### src/rtl/axil_read_link_pkg.sv
// Shared types and constants for the AXI4-Lite read link.
// Holds response codes, master FSM encoding and register contents.
package axil_read_link_pkg;

    localparam logic [1:0] RESP_OKAY = 2'b00;
    localparam logic [2:0] PROT_NONE = 3'b000;
    localparam int REG_COUNT = 4;
    localparam logic [31:0] REG_STEP = 32'h1111_1111;

    typedef enum logic [1:0] {
        ST_IDLE = 2'd0,
        ST_ADDR = 2'd1,
        ST_DATA = 2'd2,
        ST_DONE = 2'd3
    } mst_state_e;

    function automatic logic [31:0] reg_init(input int k);
        reg_init = REG_STEP * 32'(k + 1);
    endfunction

endpackage

### src/rtl/axil_read_link_master.sv
// AXI4-Lite read master: issues one read of a fixed address per reset.
// Captures the returned word and then parks in DONE.
module master_file
    import axil_read_link_pkg::*;
#(
    parameter int C_M_AXI_DATA_WIDTH = 32,
    parameter int C_M_AXI_ADDR_WIDTH = 4,
    parameter int address = 12
) (
    input  logic                          m_aclk,
    input  logic                          m_aresetn,
    output logic [C_M_AXI_ADDR_WIDTH-1:0] m_araddr,
    output logic [2:0]                    m_arprot,
    output logic                          m_arvalid,
    input  logic                          m_arready,
    input  logic [C_M_AXI_DATA_WIDTH-1:0] m_rdata,
    input  logic                          m_rvalid,
    output logic                          m_rready,
    output logic [C_M_AXI_DATA_WIDTH-1:0] read_data,
    output logic                          read_done
);

    mst_state_e state;

    assign m_araddr = C_M_AXI_ADDR_WIDTH'(address);
    assign m_arprot = PROT_NONE;

    always_ff @(posedge m_aclk or negedge m_aresetn) begin
        if (!m_aresetn) begin
            state     <= ST_IDLE;
            m_arvalid <= 1'b0;
            m_rready  <= 1'b0;
            read_data <= '0;
            read_done <= 1'b0;
        end else begin
            unique case (state)
                ST_IDLE: begin
                    state     <= ST_ADDR;
                    m_arvalid <= 1'b1;
                end
                ST_ADDR: begin
                    if (m_arvalid && m_arready) begin
                        state     <= ST_DATA;
                        m_arvalid <= 1'b0;
                        m_rready  <= 1'b1;
                    end
                end
                ST_DATA: begin
                    if (m_rvalid && m_rready) begin
                        state     <= ST_DONE;
                        read_data <= m_rdata;
                        m_rready  <= 1'b0;
                        read_done <= 1'b1;
                    end
                end
                ST_DONE: begin
                    read_done <= 1'b1;
                end
                default: begin
                    state <= ST_IDLE;
                end
            endcase
        end
    end

endmodule

### src/rtl/axil_read_link_slave.sv
// AXI4-Lite read slave over a 4-entry constant register file.
// Accepts one address at a time and always answers OKAY.
module slave_file
    import axil_read_link_pkg::*;
#(
    parameter int C_M_AXI_DATA_WIDTH = 32,
    parameter int C_M_AXI_ADDR_WIDTH = 4
) (
    input  logic                          s_aclk,
    input  logic                          s_aresetn,
    input  logic [C_M_AXI_ADDR_WIDTH-1:0] s_araddr,
    input  logic [2:0]                    s_arprot,
    input  logic                          s_arvalid,
    output logic                          s_arready,
    output logic [C_M_AXI_DATA_WIDTH-1:0] s_rdata,
    output logic [1:0]                    s_rresp,
    output logic                          s_rvalid,
    input  logic                          s_rready,
    output logic [C_M_AXI_DATA_WIDTH-1:0] data,
    output logic [C_M_AXI_DATA_WIDTH-1:0] rdata_out
);

    logic [C_M_AXI_DATA_WIDTH-1:0] regs [REG_COUNT];
    logic [1:0] sel;
    logic       unused_bits;

    always_comb begin
        for (int k = 0; k < REG_COUNT; k++) begin
            regs[k] = C_M_AXI_DATA_WIDTH'(reg_init(k));
        end
    end

    // Word-aligned decode; byte offset and protection are ignored.
    assign sel         = s_araddr[3:2];
    assign unused_bits = ^{s_araddr, s_arprot};
    assign s_rresp     = RESP_OKAY;

    always_ff @(posedge s_aclk or negedge s_aresetn) begin
        if (!s_aresetn) begin
            s_arready <= 1'b0;
            s_rvalid  <= 1'b0;
            s_rdata   <= '0;
            data      <= '0;
            rdata_out <= '0;
        end else begin
            s_arready <= s_arvalid && !s_arready && !s_rvalid;
            if (s_arvalid && s_arready) begin
                s_rvalid <= 1'b1;
                s_rdata  <= regs[sel];
                data     <= regs[sel];
            end else if (s_rvalid && s_rready) begin
                s_rvalid  <= 1'b0;
                rdata_out <= s_rdata;
            end
        end
    end

endmodule

### src/rtl/axil_read_link.sv
// Top: connects the read master to the register-file slave.
// Exposes both sides of the AR/R channels for observation.
module axil_read_link
    import axil_read_link_pkg::*;
#(
    parameter int C_M_AXI_DATA_WIDTH = 32,
    parameter int C_M_AXI_ADDR_WIDTH = 4,
    parameter int address = 12
) (
    input  logic                          aclk,
    input  logic                          aresetn,
    output logic [C_M_AXI_ADDR_WIDTH-1:0] araddr,
    output logic                          arvalid,
    output logic                          arready,
    output logic [C_M_AXI_DATA_WIDTH-1:0] rdata,
    output logic [1:0]                    rresp,
    output logic                          rvalid,
    output logic                          rready,
    output logic [C_M_AXI_DATA_WIDTH-1:0] read_data,
    output logic                          read_done,
    output logic [C_M_AXI_DATA_WIDTH-1:0] data,
    output logic [C_M_AXI_DATA_WIDTH-1:0] rdata_out
);

    logic [2:0] arprot;

    master_file #(
        .C_M_AXI_DATA_WIDTH(C_M_AXI_DATA_WIDTH),
        .C_M_AXI_ADDR_WIDTH(C_M_AXI_ADDR_WIDTH),
        .address           (address)
    ) u_master (
        .m_aclk    (aclk),
        .m_aresetn (aresetn),
        .m_araddr  (araddr),
        .m_arprot  (arprot),
        .m_arvalid (arvalid),
        .m_arready (arready),
        .m_rdata   (rdata),
        .m_rvalid  (rvalid),
        .m_rready  (rready),
        .read_data (read_data),
        .read_done (read_done)
    );

    slave_file #(
        .C_M_AXI_DATA_WIDTH(C_M_AXI_DATA_WIDTH),
        .C_M_AXI_ADDR_WIDTH(C_M_AXI_ADDR_WIDTH)
    ) u_slave (
        .s_aclk    (aclk),
        .s_aresetn (aresetn),
        .s_araddr  (araddr),
        .s_arprot  (arprot),
        .s_arvalid (arvalid),
        .s_arready (arready),
        .s_rdata   (rdata),
        .s_rresp   (rresp),
        .s_rvalid  (rvalid),
        .s_rready  (rready),
        .data      (data),
        .rdata_out (rdata_out)
    );

endmodule

### config.mk
export PLATFORM = sky130hd
export DESIGN_NAME = axil_read_link
export DESIGN_NICKNAME = d
export VERILOG_FILES = /design/src/rtl/axil_read_link_pkg.sv /design/src/rtl/axil_read_link_master.sv /design/src/rtl/axil_read_link_slave.sv /design/src/rtl/axil_read_link.sv
export SDC_FILE = /design/constraint.sdc
export NUM_CORES = 1
export LEC_CHECK = 0
export ABC_AREA = 1
export CAP_MARGIN = 20
export CELL_PAD_IN_SITES_DETAIL_PLACEMENT = 1
export CELL_PAD_IN_SITES_GLOBAL_PLACEMENT = 2
export CORE_MARGIN = 5
export CORE_UTILIZATION = 15
export CTS_CLUSTER_SIZE = 10
export DETAILED_ROUTE_END_ITERATION = 6
export HOLD_SLACK_MARGIN = 0.15
export PLACE_DENSITY_LB_ADDON = 0.1
export SYNTH_ARGS = -nofsm -noshare
export SYNTH_HDL_FRONTEND = slang
export SYNTH_SLANG_ARGS = --single-unit
### constraint.sdc
create_clock -name aclk -period 3.1 [get_ports aclk]
set_input_delay 0.465 -clock aclk [delete_from_list [all_inputs] [get_ports aclk]]
set_output_delay 0.465 -clock aclk [all_outputs]
set_load 0.02 [all_outputs]
-- Word level (Yosys, flattened, before mapping)
Cells that the tools add are included.
- register bits after elaboration: 10
- input port bits: 2
- output and inout port bits: 139
- word-level logic and storage cells: 44
- equality and inequality tests: 5
- mux-type cells: 11
- bitwise gates (word level): 1
- reductions and logical operators: 18
- operators with widths (kind ; number):
    AND reduction 2 bit ; 4
    nonzero test 2 bit ; 4
    case mux 1 bit (2 select lines) ; 3
    case mux 2 bit (3 select lines) ; 1
    AND reduction 3 bit ; 2
    2-to-1 mux 1 bit ; 5
    equality test 2 bit, second input constant ; 2
    logical AND 1 bit ; 4
    2-to-1 mux 2 bit ; 2
    != test 2 x 1 -> 1 bit, second input constant ; 2
    nonzero test 3 bit ; 1
    equality test 2 x 1 -> 1 bit, second input constant ; 1
    logical NOT 1 bit ; 2
    logical NOT 2 bit ; 1
    inverter 1 bit ; 1

-- Logic depth before layout (Yosys ltp)
Gate-level depths: netlist of run 1.
- word-level depth: 3
- gate-level depth with buffers: 7
- gate-level depth less buffers: 7

-- Cells and area by module
A second synthesis of run 1 with hierarchy kept.
- cells, all modules: 312
- area, all modules: 2786.4 um^2
- modules (own cells, without submodules) (module ; times used ; cells an instance ; area an instance (um^2) ; sequential area each (um^2)):
    master_file ; 1 ; 181 ; 1725.4 ; 925.9
    slave_file ; 1 ; 131 ; 1061.0 ; 200.2

-- Worst setup path after synthesis of run 1
OpenSTA, ideal clock, no wires.
- path kind: reg-to-output
- start: register u_slave.s_rdata[2] (netlist name)
- end: output data[10]
- data arrival time: 0.884 ns
- required time: 2.635 ns
- slack: 1.751 ns
- cell stages (with the launch flop): 2
- path buffers: 1
- cells stage by stage: dfrtp_1 buf_4
- RTL lines (what ; line ; text):
    to (decl) ; axil_read_link.sv:21 ; output logic [C_M_AXI_DATA_WIDTH-1:0] data,

-- Worst setup path in the final report of run 1
- start: register u_slave.s_rdata[2] (netlist name)
- end: output rdata[10]
- RTL lines (what ; line ; text):
    to (decl) ; axil_read_link.sv:15 ; output logic [C_M_AXI_DATA_WIDTH-1:0] rdata,
No word-level cell between the ends.

==> results of run 1 <==
-- synthesized netlist by cell type, drive strengths merged --
cell type and instances:
a21oi 1, buf 131, conb 2, dfrtp 10
ha 5, inv 8, nand2 19, nand3 2
nand4 1, nor2 2, nor3 1, o21ai 4
o21bai 1
-- layout by cell type, fill, tap and decap left out --
| master | Yosys | routed |
|---|---|---|
| nand2_2 | 3 | 3 |
| nor3_1 | 1 | 1 |
| o21ai_1 | 2 | 2 |
| conb_1 | 2 | 102 |
| clkbuf_8 | 0 | 4 |
| ha_1 | 5 | 5 |
| nor2_1 | 2 | 2 |
| nand3_2 | 1 | 1 |
| nand2_1 | 16 | 16 |
| nand3_1 | 1 | 1 |
| dfrtp_1 | 10 | 10 |
| o21bai_1 | 1 | 1 |
| o21ai_0 | 2 | 2 |
| inv_1 | 7 | 7 |
| inv_2 | 1 | 1 |
| clkdlybuf4s50_1 | 0 | 38 |
| nand4_1 | 1 | 1 |
| a21oi_1 | 1 | 1 |
-- state kept, by name (all words and copies together) (netlist names) --
| register | flops |
|---|---|
| u_master.state | 2 |
| u_master.m_arvalid | 1 |
| u_master.m_rready | 1 |
| u_master.read_data | 1 |
| u_master.read_done | 1 |
| u_slave.rdata_out | 1 |
| u_slave.s_arready | 1 |
| u_slave.s_rdata | 1 |
| u_slave.s_rvalid | 1 |
-- through the flow --
| stage | setup WS (ns) | total power (W) |
|---|---|---|
| after floorplan | 1.75 | 0.000339 |
| after global placement | 1.29 | 0.000244 |
| after detailed placement | 1.29 | 0.000244 |
| after CTS | 1.02 | 0.000415 |
| after global routing | 0.948 | 0.000438 |
| final | 1.07 | 0.000410 |
-- where the power goes --
| part | internal [W] | switching (W) | leakage (nW) |
|---|---|---|---|
| Combinational | 0.00000111 | 0.000114 | 0.636 |
| Sequential | 0.000131 | 0 | 0.108 |
| Clock | 0.000112 | 0.0000523 | 0.0288 |
-- layer usage --
metal	vias to the layer above	global-route usage, %
met5	-	0
met4	0	2.67
met3	2	0.822
met2	74	6.18
met1	338	3.91
li1	354	-
-- final cells by class --
cell class	instances	area (sq um)	area share, %
flip-flops and latches	10	250	17.0
inverters	8	30.0	2.04
well taps	133	166	11.3
clock buffers	4	55.1	3.74
multi-input cells	138	591	40.1
repair buffers	38	380	25.8
-- kinds of logic after synthesis --
family | after synthesis | share of synthesized area, %
buffers and inverters | 139 | 68.5
adders and majority gates | 5 | 4.23
AOI/OAI and AO/OA | 6 | 2.20
DFF | 10 | 16.9
other | 2 | 0.508
and+or+nand+nor | 25 | 7.61
-- how the worst max path moves through the flow --
stage	start	to	slack [ns]
after floorplan	u_slave.s_rdata[2]	data[10]	1.75
after global placement	u_slave.s_rdata[2]	data[2]	1.29
after detailed placement	u_slave.s_rdata[2]	data[2]	1.29
after CTS	u_slave.s_rdata[2]	data[2]	1.02
after global routing	u_slave.s_rdata[2]	data[2]	0.95
final	u_slave.s_rdata[2]	rdata[10]	1.07
==> impl_metrics.json, run 1 <==
{
  "h-tree-depth": 1,
  "drtPass1Iterations": 2,
  "dieArea_sq_um": 11900,
  "syn_to_final_growth_pct": -0.423,
  "placed_area_sq_um": 1420,
  "p_per_area_nw_per_um2": 279,
  "ys_seq_area_share_pct": 16.9,
  "drt-met1-wl_microns": 874,
  "cts_resized": 0,
  "clock_sinks": 10,
  "clock_path_buffers": 2,
  "antenna-diode-count": 0,
  "fin_crit_sh_pct": 65.4,
  "arrival_ns": 1.56,
  "path_cells": "clkdlybuf4s50_1",
  "coreArea_sq_um": 9680,
  "required_ns": 2.63,
  "pin_count": 141,
  "synth.distinct_cells": 17,
  "synth_area_per_cell_sq_um": 7.91,
  "cpMaxStageDelayCell": "clkdlybuf4s50_1",
  "fp.dieH_microns": 109,
  "drc": 0,
  "grt_usage_pct": 3.62,
  "rsz0062_at_grt": "false",
  "hold_violations": 0,
  "die_w_microns": 109,
  "synth_top_area_cell": "buf_4",
  "vias": 768,
  "worstSkewPairLatency_ns": 0.24,
  "hold_depth": 1,
  "fin_nets": 206,
  "crit_type": "reg -> out",
  "min_from": "u_slave.s_arready",
  "cts_setup_buffers": 0,
  "clock_skew_ns": 0.00492,
  "wl_met3_microns": 450,
  "viasPerCell": 2.32,
  "worstMarginPinSlew_ns": 0.500,
  "rr_startpoint": "u_master.state[0]",
  "instances_no_fill": 331,
  "wire_per_inst_microns": 8.34,
  "drt-total-wl_mm": 2.76,
  "dpl.hpwl_mm": 2.44,
  "drtAntennaViolNets": 0,
  "worst-path-buf-inv": 1,
  "synth_top_cell_area_share_pct": 66.5,
  "n_fill_cell": 1190,
  "slew_headroom_pct": 66.5,
  "startpoint_type": "flop",
  "design_area_sq_um": 1470,
  "max_freq_ghz": 0.493,
  "overflow": 0,
  "leakagePower_nw": 0.774,
  "drive_gt1_share_pct": 4.55,
  "r2r-end": "u_master.state[1]",
  "synthCells": 187,
  "synth-warning-count": 0,
  "crit_path_end_kind": "output pin",
  "rows": 36,
  "gp_congestion": 0.582,
  "cts_tree": "built",
  "rr_worst_depth": 7,
  "synth_area_leaders": "buf_4 (66%), dfrtp_1 (17%), ha_1 (4.2%), nand2_1 (4.1%), inv_1 (1.8%)",
  "fin_crit_ns": 2.03,
  "postLayoutCoreUtil_pct": 15.2,
  "top_layer": "met4",
  "grt_pass1_wl_mm": 3.33,
  "fin_hold_ws_ns": 0.477,
  "grt_pass1_vias": 669,
  "crit_path_max_incr_delay_ns": 0.71,
  "hp-class": "reg -> reg",
  "clk_pin_slew_ns": 0.05,
  "drtIter0Drc": 36,
  "slew_violations": 0,
  "r2r_slack_ns": 1.82,
  "cp_top_family": "buffers and inverters",
  "cts_root_buf": "clkbuf_8",
  "peakVddDrop_v": 0.0000911,
  "ys_seq_elements": 10,
  "maxCapViolations": 0,
  "status": "finished clean",
  "synth_area_sq_um": 1480,
  "cts_buffers": 3,
  "path_depth": 1,
  "wl_met2_mm": 1.39,
  "io_buffers": 38,
  "min_to": "u_slave.s_arready",
  "start_util_pct": 15.3,
  "placed_cells": 327,
  "tns_ns": 0,
  "grt_max_degree": 18,
  "finalSetupViolCount": 0,
  "critPathMaxFanout": 17,
  "antenna_found_initial": 0,
  "cts_hold_buf": 0
}
Power figures use the tool's default switching activity.
==> run 2: changes to the inputs <==
--- a/config.mk
+++ b/config.mk
@@ -10,7 +10,7 @@
 export CELL_PAD_IN_SITES_DETAIL_PLACEMENT = 1
 export CELL_PAD_IN_SITES_GLOBAL_PLACEMENT = 2
 export CORE_MARGIN = 5
-export CORE_UTILIZATION = 15
+export CORE_UTILIZATION = 14
 export CTS_CLUSTER_SIZE = 10
 export DETAILED_ROUTE_END_ITERATION = 6
 export HOLD_SLACK_MARGIN = 0.15
==> constraint.sdc (replaced) <==
create_clock -name aclk -period 1.9 [get_ports aclk]
set_input_delay 0.285 -clock aclk [delete_from_list [all_inputs] [get_ports aclk]]
set_output_delay 0.285 -clock aclk [all_outputs]
set_load 0.02 [all_outputs]
==> run 2 against run 1 <==
Clock skew is essentially flat. Cell count rose by 0.91%. Design area up 0.34%. Hold slack lost 0.099 ns. Register-to-register slack got worse by 1.2 ns. Clock power is 64% higher. Critical path type unchanged. Critical endpoint is now rdata[18].
==> impl_metrics.json, run 2 (synthesis results as in run 1) <==
{
  "grt_usage_pct": 3.74,
  "grt.busiest_layer": "met2",
  "largest_reg_flops": 2,
  "fin_crit_sh_pct": 88.4,
  "grt_pass1_vias": 744,
  "p_per_area_nw_per_um2": 454,
  "cts_buffers": 3,
  "antenna-diode-count": 0,
  "wire_per_inst_microns": 8.24,
  "met1_usage_pct": 3.84,
  "leakagePower_nw": 0.773,
  "slew_violations": 0,
  "io_buffers": 38,
  "antenna_found_initial": 0,
  "cts_root_buf": "clkbuf_8",
  "dieArea_sq_um": 12700,
  "gp_congestion": 0.654,
  "vias": 792,
  "fin_crit_ns": 1.68,
  "clockPowerShare_pct": 40.1,
  "rsz0062_at_grt": "false",
  "dpl.hpwl_mm": 2.46,
  "fp.dieH_microns": 113,
  "top_register": "u_master.state",
  "viasPerCell": 2.37,
  "clock_path_buffers": 2,
  "clk_pin_slew_ns": 0.05,
  "layout_common_cells": "conb_1 (102), clkdlybuf4s50_1 (38), nand2_1 (16), dfrtp_1 (9), inv_1 (7)",
  "placed_area_sq_um": 1420,
  "cts_tree": "built",
  "critPathMaxFanout": 17,
  "drt-total-wl_mm": 2.75,
  "drive_gt1_share_pct": 5.05,
  "hp-class": "in -> async",
  "grt_pass1_wl_mm": 3.83,
  "cts_hold_buf": 0,
  "design_area_sq_um": 1480,
  "globalRouteMet3Util_pct": 1.18,
  "die_w_microns": 113,
  "required_ns": 1.62,
  "worst-path-buf-inv": 1,
  "finalSetupViolCount": 0,
  "p_int_w": 0.000398,
  "grt_max_degree": 18,
  "crit_path_end_kind": "output pin",
  "arrival_ns": 1.40,
  "drtPass1Iterations": 3,
  "crit_type": "reg -> out",
  "p_seq_share_pct": 31.8,
  "status": "finished clean",
  "worstSkewPairLatency_ns": 0.24,
  "pin_count": 141,
  "switchingPower_w": 0.000273,
  "tns_ns": 0,
  "max_freq_ghz": 0.595,
  "drtIter0Drc": 13,
  "rows": 37,
  "h-tree-depth": 1,
  "clock_sinks": 10,
  "overflow": 0,
  "cpMaxStageDelayCell": "clkdlybuf4s50_1",
  "peakVddDrop_v": 0.000110,
  "coreArea_sq_um": 10300,
  "crit_path_max_incr_delay_ns": 0.66,
  "startpoint_type": "flop",
  "start_util_pct": 14.3,
  "syn_to_final_growth_pct": -0.0844,
  "sw_frac_of_total_pct": 40.7,
  "fin_nets": 206,
  "maxCapViolations": 0,
  "grt_use_met2_pct": 6.32,
  "clock_skew_ns": 0.00476,
  "cp_top_family": "buffers and inverters",
  "final_common_cell": "conb_1",
  "hold_violations": 0,
  "drc": 0,
  "path_cells": "clkdlybuf4s50_1",
  "drtAntennaViolNets": 0,
  "p_comb_share_pct": 28.1
}
## run 2: cell counts in the layout (fill, tap and decap cells not counted)
Identical to the previous run, type by type.
## run 2: power groups by stage
stage,Sequential (W),Clock [W],Combinational (W)
global route,0.000213,0.000296,0.000202
detailed placement,0.000217,0,0.000181
floorplan,0.000217,0,0.000336
finish,0.000213,0.000269,0.000188
CTS,0.000213,0.000282,0.000181
global placement,0.000217,0,0.000181
## run 2: metal layers
layer  vias to the layer above  part of all wire, %
met1                       359                   32
li1                        355                    -
met3                         2                   14
met2                        76                   51
met4                         0                  2.1
met5                         -                    0
## run 2: path summary, 6_finish.rpt
check | from | endpoint | slack [ns] | cells after the start
setup / recovery | u_slave.s_rdata[2] | rdata[18] | 0.22 | 1
hold / removal | aresetn | u_slave.rdata_out[2] | 0.38 | 1
max in group asynchronous | aresetn | u_slave.s_rdata[2] | 1.17 | 1
min in group aclk | u_master.read_done | u_master.read_done | 0.49 | 2
setup reg to reg | u_master.state[0] | u_master.state[1] | 0.65 | 7
hold reg to reg | u_master.read_done | u_master.read_done | 0.49 | 2
## run 2: cell type report
| type | instances | area (sq um) |
|---|---|---|
| fillers | 1268 | 8850 |
| multi-input cells | 138 | 591 |
| repair buffers | 38 | 380 |
| flip-flops and latches | 10 | 251 |
| well taps | 136 | 170 |
| clock buffers | 4 | 55.1 |
| inverters | 8 | 30.0 |
## run 2: timing repair
item	CTS	global route
buffers inserted	0	0
gates resized for setup	0	1
setup endpoints to repair	0	16
## run 2: stage by stage
stage / worst slack, ns / instances / hold slack, ns / power, W / util [%]
2_1_floorplan: 0.731 / 287 / -0.0106 / 0.000552 / -
3_3_place_gp: 0.305 / 330 / 0.483 / 0.000398 / 13.8
3_5_place_dp: 0.302 / 330 / 0.480 / 0.000398 / 13.8
4_1_cts: 0.0353 / 334 / 0.407 / 0.000676 / 14.3
5_1_grt: 0.108 / 334 / 0.427 / 0.000711 / 14.3
6_report: 0.220 / 334 / 0.378 / 0.000670 / 14.3
==> run 3: changes to the inputs <==
--- a/config.mk
+++ b/config.mk
@@ -6,6 +6,7 @@
 export NUM_CORES = 1
 export LEC_CHECK = 0
 export ABC_AREA = 1
+export ABC_CLOCK_PERIOD_IN_PS = 1900
 export CAP_MARGIN = 20
 export CELL_PAD_IN_SITES_DETAIL_PLACEMENT = 1
 export CELL_PAD_IN_SITES_GLOBAL_PLACEMENT = 2
@@ -15,6 +16,7 @@
 export DETAILED_ROUTE_END_ITERATION = 6
 export HOLD_SLACK_MARGIN = 0.15
 export PLACE_DENSITY_LB_ADDON = 0.1
+export REMOVE_ABC_BUFFERS = 1
 export SYNTH_ARGS = -nofsm -noshare
 export SYNTH_HDL_FRONTEND = slang
 export SYNTH_SLANG_ARGS = --single-unit
==> run 3 against run 2 <==
Clock power down 20%. Sequential power about the same. Count of clock-buffer cells in the layout shrank 1. Clock skew decreased by 0.00083 ns. Utilization fell by 0.073 points. Power shrank 7.9%. Largest cell class unchanged. Highest routed layer unchanged.
==> impl_metrics.json, run 3 (synthesis results as in run 1) <==
{
  "status": "finished clean",
  "die_w_microns": 113,
  "max_freq_ghz": 0.586,
  "top_register": "u_master.state",
  "n_fill_cell": 1266,
  "peakVddDrop_v": 0.000105,
  "switchingPower_w": 0.000264,
  "fin_crit_ns": 1.71,
  "antenna_found_initial": 0,
  "slew_headroom_pct": 65.7,
  "gp_congestion": 0.667,
  "grt_pass1_vias": 698,
  "pin_count": 141,
  "layout_common_cells": "conb_1 (102), clkdlybuf4s50_1 (38), nand2_1 (16), dfrtp_1 (10), inv_1 (7)",
  "worstSkewPairLatency_ns": 0.23,
  "tns_ns": 0,
  "clock_skew_ns": 0.00392,
  "clockPowerShare_pct": 34.7,
  "final_common_cell": "conb_1",
  "io_buffers": 38,
  "grt_usage_pct": 3.92,
  "sw_frac_of_total_pct": 42.7,
  "hold_violations": 0,
  "arrival_ns": 1.42,
  "drtIter0Drc": 21,
  "required_ns": 1.62,
  "antenna-diode-count": 0,
  "crit_type": "reg -> out",
  "dieArea_sq_um": 12700,
  "p_seq_share_pct": 34.6,
  "drt-total-wl_mm": 2.97,
  "slew_violations": 0,
  "cts_buffers": 3,
  "finalSetupViolCount": 0,
  "rsz0062_at_grt": "false",
  "drive_gt1_share_pct": 4.55,
  "critPathMaxFanout": 16,
  "clock_sinks": 10,
  "drtPass1Iterations": 2,
  "drc": 0,
  "h-tree-depth": 1,
  "fp.dieH_microns": 113,
  "cts_setup_buffers": 0,
  "clock_path_buffers": 2,
  "vias": 793,
  "maxCapViolations": 0,
  "startpoint_type": "flop",
  "grt_pass1_wl_mm": 3.95,
  "drtAntennaViolNets": 0,
  "placed_area_sq_um": 1430,
  "viasPerCell": 2.37,
  "start_util_pct": 14.3,
  "design_area_sq_um": 1470,
  "p_per_area_nw_per_um2": 420,
  "p_comb_share_pct": 30.7,
  "rows": 37,
  "cts_resized": 0,
  "cts_root_buf": "clkbuf_8",
  "coreArea_sq_um": 10300,
  "cts_tree": "built",
  "clk_pin_slew_ns": 0.05,
  "dpl.hpwl_mm": 2.66,
  "leakagePower_nw": 0.771,
  "fin_crit_sh_pct": 89.9,
  "p_int_w": 0.000354,
  "hp-class": "in -> async",
  "wire_per_inst_microns": 8.90,
  "cts_hold_buf": 0,
  "largest_reg_flops": 2,
  "worstMarginPinSlew_ns": 0.513,
  "grt_max_degree": 17,
  "syn_to_final_growth_pct": -0.592,
  "crit_path_end_kind": "output pin",
  "overflow": 0,
  "fin_nets": 207
}
## run 3: cell types whose count changed in the layout (fill, tap and decap cells not counted)
cell | before | now
buf_4 | 0 | 1
clkbuf_8 | 4 | 3
dfrtp_1 | 9 | 10
dfrtp_2 | 1 | 0
## run 3: power by group through the flow
stage / combinational (W) / clock [W] / sequential (W)
CTS: 0.000181 / 0.000229 / 0.000213
global placement: 0.000181 / 0 / 0.000217
finish: 0.000190 / 0.000214 / 0.000214
detailed placement: 0.000181 / 0 / 0.000217
global route: 0.000202 / 0.000236 / 0.000213
floorplan: 0.000174 / 0 / 0.000217
## run 3: final timing paths
kind | startpoint | to | slack, ns | depth (start not counted)
max in group asynchronous | aresetn | u_slave.s_rvalid | 1.16 | 1
setup reg to reg | u_master.state[0] | u_master.state[1] | 0.62 | 7
hold / removal | aresetn | u_master.read_done | 0.40 | 1
setup / recovery | u_slave.s_rdata[2] | rdata[6] | 0.19 | 2
hold reg to reg | u_slave.s_arready | u_slave.s_arready | 0.48 | 1
min in group aclk | u_slave.s_arready | u_slave.s_arready | 0.48 | 1
## run 3: cell type report
| class | count | area (sq um) | share of cell area, % |
|---|---|---|---|
| flip-flops and latches | 10 | 250 | 17.0 |
| well taps | 136 | 170 | 11.6 |
| multi-input cells | 138 | 591 | 40.2 |
| clock buffers | 3 | 41.3 | 2.81 |
| repair buffers | 39 | 388 | 26.4 |
| inverters | 8 | 30.0 | 2.04 |
## run 3: routing by layer
metal,part of all wire (%),wire length (microns),vias up,GRT usage [%]
li1,-,-,355,-
met1,36,1060,338,4.49
met2,41,1230,98,6.00
met3,22,663,2,2.35
met4,0.64,19,0,1.44
met5,0,0,-,0
## run 3: metrics by stage
stage	setup slack (ns)	hold WS [ns]	util [%]	instances	total power (W)
6_report	0.193	0.397	14.2	334	0.000617
5_1_grt	0.120	0.452	14.2	334	0.000651
4_1_cts	0.148	0.420	14.2	334	0.000623
3_5_place_dp	0.403	0.485	13.8	331	0.000398
3_3_place_gp	0.408	0.484	13.8	331	0.000398
2_1_floorplan	-0.834	-0.0106	-	156	0.000391
## run 3: worst max-delay path: stages (launching register included)
cell             delay [ns]
dfrtp_1                0.34
buf_4                  0.20
clkdlybuf4s50_1        0.65
